<file path="src/rtl/dcsk_pkg.sv">
// ---------------------------------------------------------------------------
// dcsk_pkg
// Shared definitions for the DCSK modulator and its matching demodulator:
// FSM state encoding, spread-factor decode, chaos LFSR seed/taps and the
// default frame geometry.
// ---------------------------------------------------------------------------
package dcsk_pkg;

    localparam int          DATA_W        = 32;
    localparam int          MAX_SF        = 16;
    localparam logic [15:0] LFSR_SEED_DEF = 16'hACE1;

    // Fibonacci taps for x^16+x^14+x^13+x^11+1 in right-shift form:
    // feedback = s[0]^s[2]^s[3]^s[5], fed into bit 15.
    localparam logic [15:0] LFSR_TAPS     = 16'h002D;

    typedef enum logic [1:0] {
        IDLE = 2'd0,
        REF  = 2'd1,
        INFO = 2'd2
    } state_t;

    // Spread_Factor_Sel encoding shared with the receiver.
    function automatic logic [4:0] sf_from_sel(input logic [1:0] sel);
        logic [4:0] sf;
        case (sel)
            2'd0:    sf = 5'd2;
            2'd1:    sf = 5'd4;
            2'd2:    sf = 5'd8;
            default: sf = 5'd16;
        endcase
        return sf;
    endfunction

    function automatic logic [15:0] lfsr_next(input logic [15:0] s);
        return {^(s & LFSR_TAPS), s[15:1]};
    endfunction

endpackage

</file>
<file path="src/rtl/dcsk_modulator_if.sv">
// ---------------------------------------------------------------------------
// dcsk_modulator_if
// Word-in / chip-out bus of the DCSK modulator.
//   In_Data, In_Valid, In_Ready, Spread_Factor_Sel : word handshake
//   Out_Mod_Data, Out_Valid, Frame_Done            : chip stream
//   Seed_Load, Seed (only with DCSK_MOD_SEED_LOAD_EN) : LFSR reseed
// slave  = modulator side, master = word source / chip sink.
// ---------------------------------------------------------------------------
interface dcsk_modulator_if #(
    parameter int DATA_W = dcsk_pkg::DATA_W
);
    logic [DATA_W-1:0] In_Data;
    logic              In_Valid;
    logic              In_Ready;
    logic [1:0]        Spread_Factor_Sel;
    logic              Out_Mod_Data;
    logic              Out_Valid;
    logic              Frame_Done;
`ifdef DCSK_MOD_SEED_LOAD_EN
    logic              Seed_Load;
    logic [15:0]       Seed;

    modport slave (
        input  In_Data, In_Valid, Spread_Factor_Sel, Seed_Load, Seed,
        output In_Ready, Out_Mod_Data, Out_Valid, Frame_Done
    );
    modport master (
        output In_Data, In_Valid, Spread_Factor_Sel, Seed_Load, Seed,
        input  In_Ready, Out_Mod_Data, Out_Valid, Frame_Done
    );
`else
    modport slave (
        input  In_Data, In_Valid, Spread_Factor_Sel,
        output In_Ready, Out_Mod_Data, Out_Valid, Frame_Done
    );
    modport master (
        output In_Data, In_Valid, Spread_Factor_Sel,
        input  In_Ready, Out_Mod_Data, Out_Valid, Frame_Done
    );
`endif
endinterface

</file>
<file path="src/rtl/dcsk_chaos_lfsr.sv">
// ---------------------------------------------------------------------------
// dcsk_chaos_lfsr
// 16-bit Fibonacci LFSR used as the chaotic reference source.
//   Clk, Rst  : clock, synchronous active-high reset (loads SEED)
//   En        : advance one step
//   Load      : load Load_Val (wins over En)
//   Chip      : current output chip, lfsr[0]
// ---------------------------------------------------------------------------
module dcsk_chaos_lfsr #(
    parameter logic [15:0] SEED = dcsk_pkg::LFSR_SEED_DEF
) (
    input  logic        Clk,
    input  logic        Rst,
    input  logic        En,
    input  logic        Load,
    input  logic [15:0] Load_Val,
    output logic        Chip
);
    import dcsk_pkg::*;

    logic [15:0] lfsr;

    always_ff @(posedge Clk) begin
        if (Rst)       lfsr <= SEED;
        else if (Load) lfsr <= Load_Val;
        else if (En)   lfsr <= lfsr_next(lfsr);
    end

    assign Chip = lfsr[0];

endmodule

</file>
<file path="src/rtl/dcsk_modulator.sv">
// ---------------------------------------------------------------------------
// dcsk_modulator
// DCSK transmitter. Each information bit (LSB first) becomes a reference
// slot of SF chaotic chips followed by an information slot that repeats the
// reference (bit=1) or inverts it (bit=0). 64*SF chips per word.
//   Clk, Rst : clock, synchronous active-high reset
//   bus      : dcsk_modulator_if.slave (handshake, sel, chip stream)
// Optional build macro: DCSK_MOD_SEED_LOAD_EN adds Seed_Load/Seed to reload
// the chaos LFSR while idle.
// ---------------------------------------------------------------------------
module dcsk_modulator #(
    parameter int          DATA_W    = dcsk_pkg::DATA_W,
    parameter int          MAX_SF    = dcsk_pkg::MAX_SF,
    parameter logic [15:0] LFSR_SEED = dcsk_pkg::LFSR_SEED_DEF
) (
    input logic           Clk,
    input logic           Rst,
    dcsk_modulator_if.slave bus
);
    import dcsk_pkg::*;

    localparam int CNT_W = $clog2(MAX_SF) + 1;
    localparam int IDX_W = $clog2(MAX_SF);
    localparam int BIT_W = $clog2(DATA_W);

    state_t            state;
    logic [DATA_W-1:0] word;
    logic [CNT_W-1:0]  sf;
    logic [CNT_W-1:0]  cnt;
    logic [BIT_W-1:0]  bit_idx;
    logic [MAX_SF-1:0] dly;
    logic              out_data;
    logic              out_valid;
    logic              frame_done;

    logic              chip_lfsr;
    logic              lfsr_en;
    logic              seed_req;
    logic [15:0]       load_val;
    logic              slot_end;
    logic              last_bit;
    logic              word_end;
    logic              accept;
    logic [CNT_W-1:0]  info_k;
    logic [IDX_W-1:0]  dly_idx;
    logic              info_chip;

    // cnt indexes the chip currently on the output register.
    assign slot_end = (cnt == sf - CNT_W'(1));
    assign last_bit = (bit_idx == BIT_W'(DATA_W - 1));
    assign word_end = (state == INFO) && slot_end && last_bit;

`ifdef DCSK_MOD_SEED_LOAD_EN
    assign seed_req = (state == IDLE) && bus.Seed_Load;
    assign load_val = (bus.Seed == 16'h0000) ? LFSR_SEED : bus.Seed;
`else
    assign seed_req = 1'b0;
    assign load_val = LFSR_SEED;
`endif

    // Ready during the last chip of a word lets the next word start on the
    // very next edge, keeping the chip stream gapless.
    assign bus.In_Ready = ((state == IDLE) && !seed_req) || word_end;
    assign accept       = bus.In_Valid && bus.In_Ready;

    // Advance whenever the chip registered on this edge is a REF chip.
    assign lfsr_en = accept
                   || ((state == REF) && !slot_end)
                   || ((state == INFO) && slot_end && !last_bit);

    // INFO chip k reuses reference chip k, which sits at dly[SF-1-k] once
    // all SF reference chips have been shifted in.
    assign info_k    = (state == REF) ? '0 : cnt + CNT_W'(1);
    assign dly_idx   = IDX_W'(sf - CNT_W'(1) - info_k);
    assign info_chip = ~(dly[dly_idx] ^ word[bit_idx]);

    dcsk_chaos_lfsr #(
        .SEED (LFSR_SEED)
    ) u_lfsr (
        .Clk      (Clk),
        .Rst      (Rst),
        .En       (lfsr_en),
        .Load     (seed_req),
        .Load_Val (load_val),
        .Chip     (chip_lfsr)
    );

    always_ff @(posedge Clk) begin
        if (Rst) begin
            state      <= IDLE;
            word       <= '0;
            sf         <= CNT_W'(2);
            cnt        <= '0;
            bit_idx    <= '0;
            dly        <= '0;
            out_data   <= 1'b0;
            out_valid  <= 1'b0;
            frame_done <= 1'b0;
        end else begin
            frame_done <= 1'b0;
            if (lfsr_en) dly <= {dly[MAX_SF-2:0], chip_lfsr};

            if (accept) begin
                // Only possible in IDLE or on the final chip of a word.
                state     <= REF;
                word      <= bus.In_Data;
                sf        <= CNT_W'(sf_from_sel(bus.Spread_Factor_Sel));
                cnt       <= '0;
                bit_idx   <= '0;
                out_data  <= chip_lfsr;
                out_valid <= 1'b1;
            end else begin
                case (state)
                    IDLE: begin
                        out_data  <= 1'b0;
                        out_valid <= 1'b0;
                    end
                    REF: begin
                        if (slot_end) begin
                            state    <= INFO;
                            cnt      <= '0;
                            out_data <= info_chip;
                        end else begin
                            cnt      <= cnt + CNT_W'(1);
                            out_data <= chip_lfsr;
                        end
                    end
                    INFO: begin
                        if (!slot_end) begin
                            cnt        <= cnt + CNT_W'(1);
                            out_data   <= info_chip;
                            frame_done <= last_bit && (cnt + CNT_W'(1) == sf - CNT_W'(1));
                        end else if (!last_bit) begin
                            state    <= REF;
                            cnt      <= '0;
                            bit_idx  <= bit_idx + BIT_W'(1);
                            out_data <= chip_lfsr;
                        end else begin
                            state     <= IDLE;
                            cnt       <= '0;
                            bit_idx   <= '0;
                            out_data  <= 1'b0;
                            out_valid <= 1'b0;
                        end
                    end
                    default: begin
                        state     <= IDLE;
                        out_valid <= 1'b0;
                        out_data  <= 1'b0;
                    end
                endcase
            end
        end
    end

    assign bus.Out_Mod_Data = out_data;
    assign bus.Out_Valid    = out_valid;
    assign bus.Frame_Done   = frame_done;

endmodule

</file>
<file path="src/flat_wrapper.sv">
// flat-port wrapper written by rule: the top's interface ports become plain ports
module dcsk_modulator_flat import dcsk_pkg::*;
#(
    parameter int          DATA_W    = dcsk_pkg::DATA_W,
    parameter int          MAX_SF    = dcsk_pkg::MAX_SF,
    parameter logic [15:0] LFSR_SEED = dcsk_pkg::LFSR_SEED_DEF
)
  (Clk, Rst, bus_In_Data, bus_In_Valid, bus_Spread_Factor_Sel, bus_In_Ready, bus_Out_Mod_Data, bus_Out_Valid, bus_Frame_Done);
  dcsk_modulator_if #(.DATA_W(DATA_W)) bus_i ();
  input logic Clk;
  input logic Rst;
  input wire logic [$bits(bus_i.In_Data)-1:0] bus_In_Data;
  input wire logic [$bits(bus_i.In_Valid)-1:0] bus_In_Valid;
  input wire logic [$bits(bus_i.Spread_Factor_Sel)-1:0] bus_Spread_Factor_Sel;
  output wire logic [$bits(bus_i.In_Ready)-1:0] bus_In_Ready;
  output wire logic [$bits(bus_i.Out_Mod_Data)-1:0] bus_Out_Mod_Data;
  output wire logic [$bits(bus_i.Out_Valid)-1:0] bus_Out_Valid;
  output wire logic [$bits(bus_i.Frame_Done)-1:0] bus_Frame_Done;
  assign bus_i.In_Data = bus_In_Data;
  assign bus_i.In_Valid = bus_In_Valid;
  assign bus_i.Spread_Factor_Sel = bus_Spread_Factor_Sel;
  assign bus_In_Ready = bus_i.In_Ready;
  assign bus_Out_Mod_Data = bus_i.Out_Mod_Data;
  assign bus_Out_Valid = bus_i.Out_Valid;
  assign bus_Frame_Done = bus_i.Frame_Done;
  dcsk_modulator #(.DATA_W(DATA_W), .MAX_SF(MAX_SF), .LFSR_SEED(LFSR_SEED)) u_core (.Clk(Clk), .Rst(Rst), .bus(bus_i));
endmodule
</file>
<file path="config.mk">
export PLATFORM = sky130hd
export DESIGN_NAME = dcsk_modulator_flat
export DESIGN_NICKNAME = d
export VERILOG_FILES = /design/src/rtl/dcsk_pkg.sv /design/src/rtl/dcsk_modulator_if.sv /design/src/rtl/dcsk_chaos_lfsr.sv /design/src/rtl/dcsk_modulator.sv /design/src/flat_wrapper.sv
export SDC_FILE = /design/constraint.sdc
export NUM_CORES = 1
export LEC_CHECK = 0
export ABC_AREA = 1
export BUFFER_PORTS_ARGS = -buffer_cell sky130_fd_sc_hd__buf_2
export CORE_ASPECT_RATIO = 0.5
export CORE_MARGIN = 8
export CORE_UTILIZATION = 55
export CTS_BUF_LIST = sky130_fd_sc_hd__clkbuf_16
export DETAILED_ROUTE_END_ITERATION = 16
export GPL_TIMING_DRIVEN = 0
export PLACE_DENSITY = 0.75
export SLEW_MARGIN = 20
export SYNTH_ARGS = -nofsm -noshare
export SYNTH_HDL_FRONTEND = slang
export SYNTH_HIERARCHICAL = 1
export SYNTH_SLANG_ARGS = --single-unit
</file>
<file path="constraint.sdc">
create_clock -name Clk -period 2.9 [get_ports Clk]
set_input_delay 0.145 -clock Clk [delete_from_list [all_inputs] [get_ports Clk]]
set_output_delay 0.145 -clock Clk [all_outputs]
set_load 0.05 [all_outputs]
</file>
==> flow_metrics.tcl <==
set metrics [dict create \
    rows 23 \
    cts.sinks 83 \
    die_y_microns 79.9 \
    seq_area_sq_um 1660 \
    multi_input_area_sq_um 2410 \
    ys_types 36 \
    syn_area_sq_um 4490 \
    wl_per_cell_microns 12.3 \
    grt_max_degree 14 \
    ys_ff_latch 83 \
    diodes 0 \
    dp_hpwl_mm 7.75 \
    grtUsageMet1_pct 24.1 \
    drive_gt1_share_pct 12.9 \
    synth_area_per_cell_sq_um 6.67 \
    die_w_microns 144 \
    grt_busiest_layer "met2" \
    cp_max_fo 11 \
    use_met2_pct 33.6 \
    worst_setup_path_start_kind "flop" \
    setup_violations 0 \
    route.detailed.drc 0 \
    worstPathArrival_ps 2940 \
    async_flop_share_pct 0 \
    drv_cap 0 \
    clk_pin_slew_ps 60 \
    drtIter0Drc 227 \
    period_needed_ps 2670 \
    grt.overflow.total 0 \
    cts_resized 0 \
    clockBufferDepth 2 \
    path_class "reg2reg" \
    design_area_sq_um 5180 \
    setup_tns_ps 0 \
    cts_htree_levels 3 \
    antenna_found_initial 0 \
    ys.flop_type "dfxtp_1" \
    via_per_inst 5.08 \
    p_leak_nw 2.31 \
    post-route-period-util_pct 92.2 \
    yosys_warnings 6 \
    boundaryPins 41 \
    fp.dieArea_sq_um 11500 \
    yosys.cell_count.top_type "nand2_1" \
    numCtsBuffers 9 \
    syn_inst 674 \
    status "finished clean" \
    post_dp_cell_area_sq_um 4890 \
    synth_top_area_cell "dfxtp_1" \
    clock_skew_ps 6.81 \
    coreArea_sq_um 7970 \
    hold_start "bus_In_Data[31]" \
    r2r-start "u_core/sf[1]" \
    vdd_drop_max_mv 0.329 \
    grt_usage_pct 19.7 \
    max_slew.worst_pin.slew_ps 514 \
    cp-startpoint "u_core/sf[1]" \
    gp_congestion 0.859 \
    ctsHoldBuffers 0 \
    vias 4352 \
    maxSlewHeadroom_pct 65.7 \
    start_util_pct 56.4 \
    detail-route-antenna-nets 0 \
    ys_seq_area_share_pct 37.0 \
    rsz0062_at_grt "false" \
    maxSlewViolCount 0 \
    crit_required_ps 3170 \
    synth_area_leaders "dfxtp_1 (37%), nand2_1 (15%), nand3_1 (9.1%)" \
    timing.fmax_mhz 374 \
    grt_first_pass_wirelength_mm 18.3 \
    totalWireLength_mm 10.5 \
    synth_top_area_share_pct 37.0 \
    cts_tree "built" \
    cts_root_buffer "clkbuf_16" \
    syn2layout_area_growth_pct 15.2 \
    synth_edf_count 0 \
    grt_pass1_vias 4049 \
    met3_usage_pct 5.19 \
    numPortBuffers 40 \
    powerDensity_nw_per_um2 632 \
    hp-class "in2reg" \
    cp-end-kind "flop" \
    reg2reg_setup_slack_ps 230 \
    drt_first_pass_iters 5 \
    yosys-top-cells-count "nand2_1 (182), dfxtp_1 (83), nand3_1 (82)" \
    clock_latency_ps 340 \
    final_hold_viol_count 0 \
    n_fill_cell 761 \
    post_cts.repair.setup_buffers 0 \
    fin_nets 788 \
]
-- cells by family after synthesis --
family,count (synthesis),share of synthesized area (%)
AO/OA/AOI/OAI,102,12.4
XOR/XNOR,5,0.974
flip-flops,83,37.0
adder cells (fa/ha/maj),11,3.06
buffers and inverters,102,10.6
AND/OR/NAND/NOR,369,35.9
other,2,0.167
-- state kept, by name, summed over array words and instances, names as in the netlist --
signal,count
u_core/u_lfsr/lfsr,16
u_core/bus.Frame_Done,1
u_core/cnt,5
u_core/word,32
u_core/sf,4
u_core/bus.Out_Mod_Data,1
u_core/state,2
u_core/dly,16
u_core/bit_idx,5
u_core/bus.Out_Valid,1
-- final timing paths --
| check | cells past startpoint | end |
|---|---|---|
| worst max-delay path | 17 | u_core/u_lfsr/lfsr[9] |
| worst min-delay path | 3 | u_core/word[31] |
| worst max register to register | 17 | u_core/u_lfsr/lfsr[9] |
| worst min register to register | 2 | u_core/word[28] |
-- metal layers --
metal	part of all wire [%]	vias to the layer above
li1	-	2267
met1	47	1983
met2	46	90
met3	5.1	12
met4	1.2	0
met5	0	-
-- area by class of cell --
| type | count | share of cell area, % |
|---|---|---|
| Buffer | 29 | 3.84 |
| Clock buffer | 9 | 4.35 |
| Clock inverter | 6 | 1.14 |
| Inverter | 73 | 5.37 |
| Multi-Input combinational cell | 504 | 46.6 |
| Sequential cell | 83 | 32.1 |
| Tap cell | 112 | 2.71 |
| Timing Repair Buffer | 40 | 3.87 |
-- power by group --
group          internal (mW)  switching, mW
Clock                  0.655          0.448
Combinational          0.305          0.551
Sequential              1.25         0.0690
Total                   2.21           1.07
-- stage by stage --
step           power (mW)  setup WS, ps  instances  hold slack [ps]  utilization, %
2_1_floorplan        1.99           477        689              241               -
3_3_place_gp         2.17           135        841              379            61.4
3_5_place_dp         2.19           135        841              388            61.4
4_1_cts              3.30          89.4        856             27.4            64.9
5_1_grt              3.48          13.8        856             46.4            64.9
6_report             3.27           226        856             38.8            64.9
-- worst max-delay path, stage by stage (launching register included) --
cell,delay (ps)
dfxtp_2,410
inv_2,110
ha_1,320
inv_1,120
nand2_1,60
nand2_1,70
nand3_2,80
nor2_4,160
nand2_2,130
o21ai_2,180
inv_4,90
nand2_8,100
buf_6,150
inv_2,50
nor2_4,160
buf_4,210
nand2_1,70
a31oi_2,110
-- layout by cell type (no fill, tap or decap), types with 9 or more instances in the layout --
cell type  instances
nor2_1            81
a21oi_1           43
conb_1            17
nand3_1           82
nand2_1          182
clkbuf_1          11
o21ai_0           36
inv_1             69
buf_2             43
buf_6             10
dfxtp_1           82
ha_1              11
clkbuf_16          9
No activity file was read; power rests on OpenSTA's default activity.
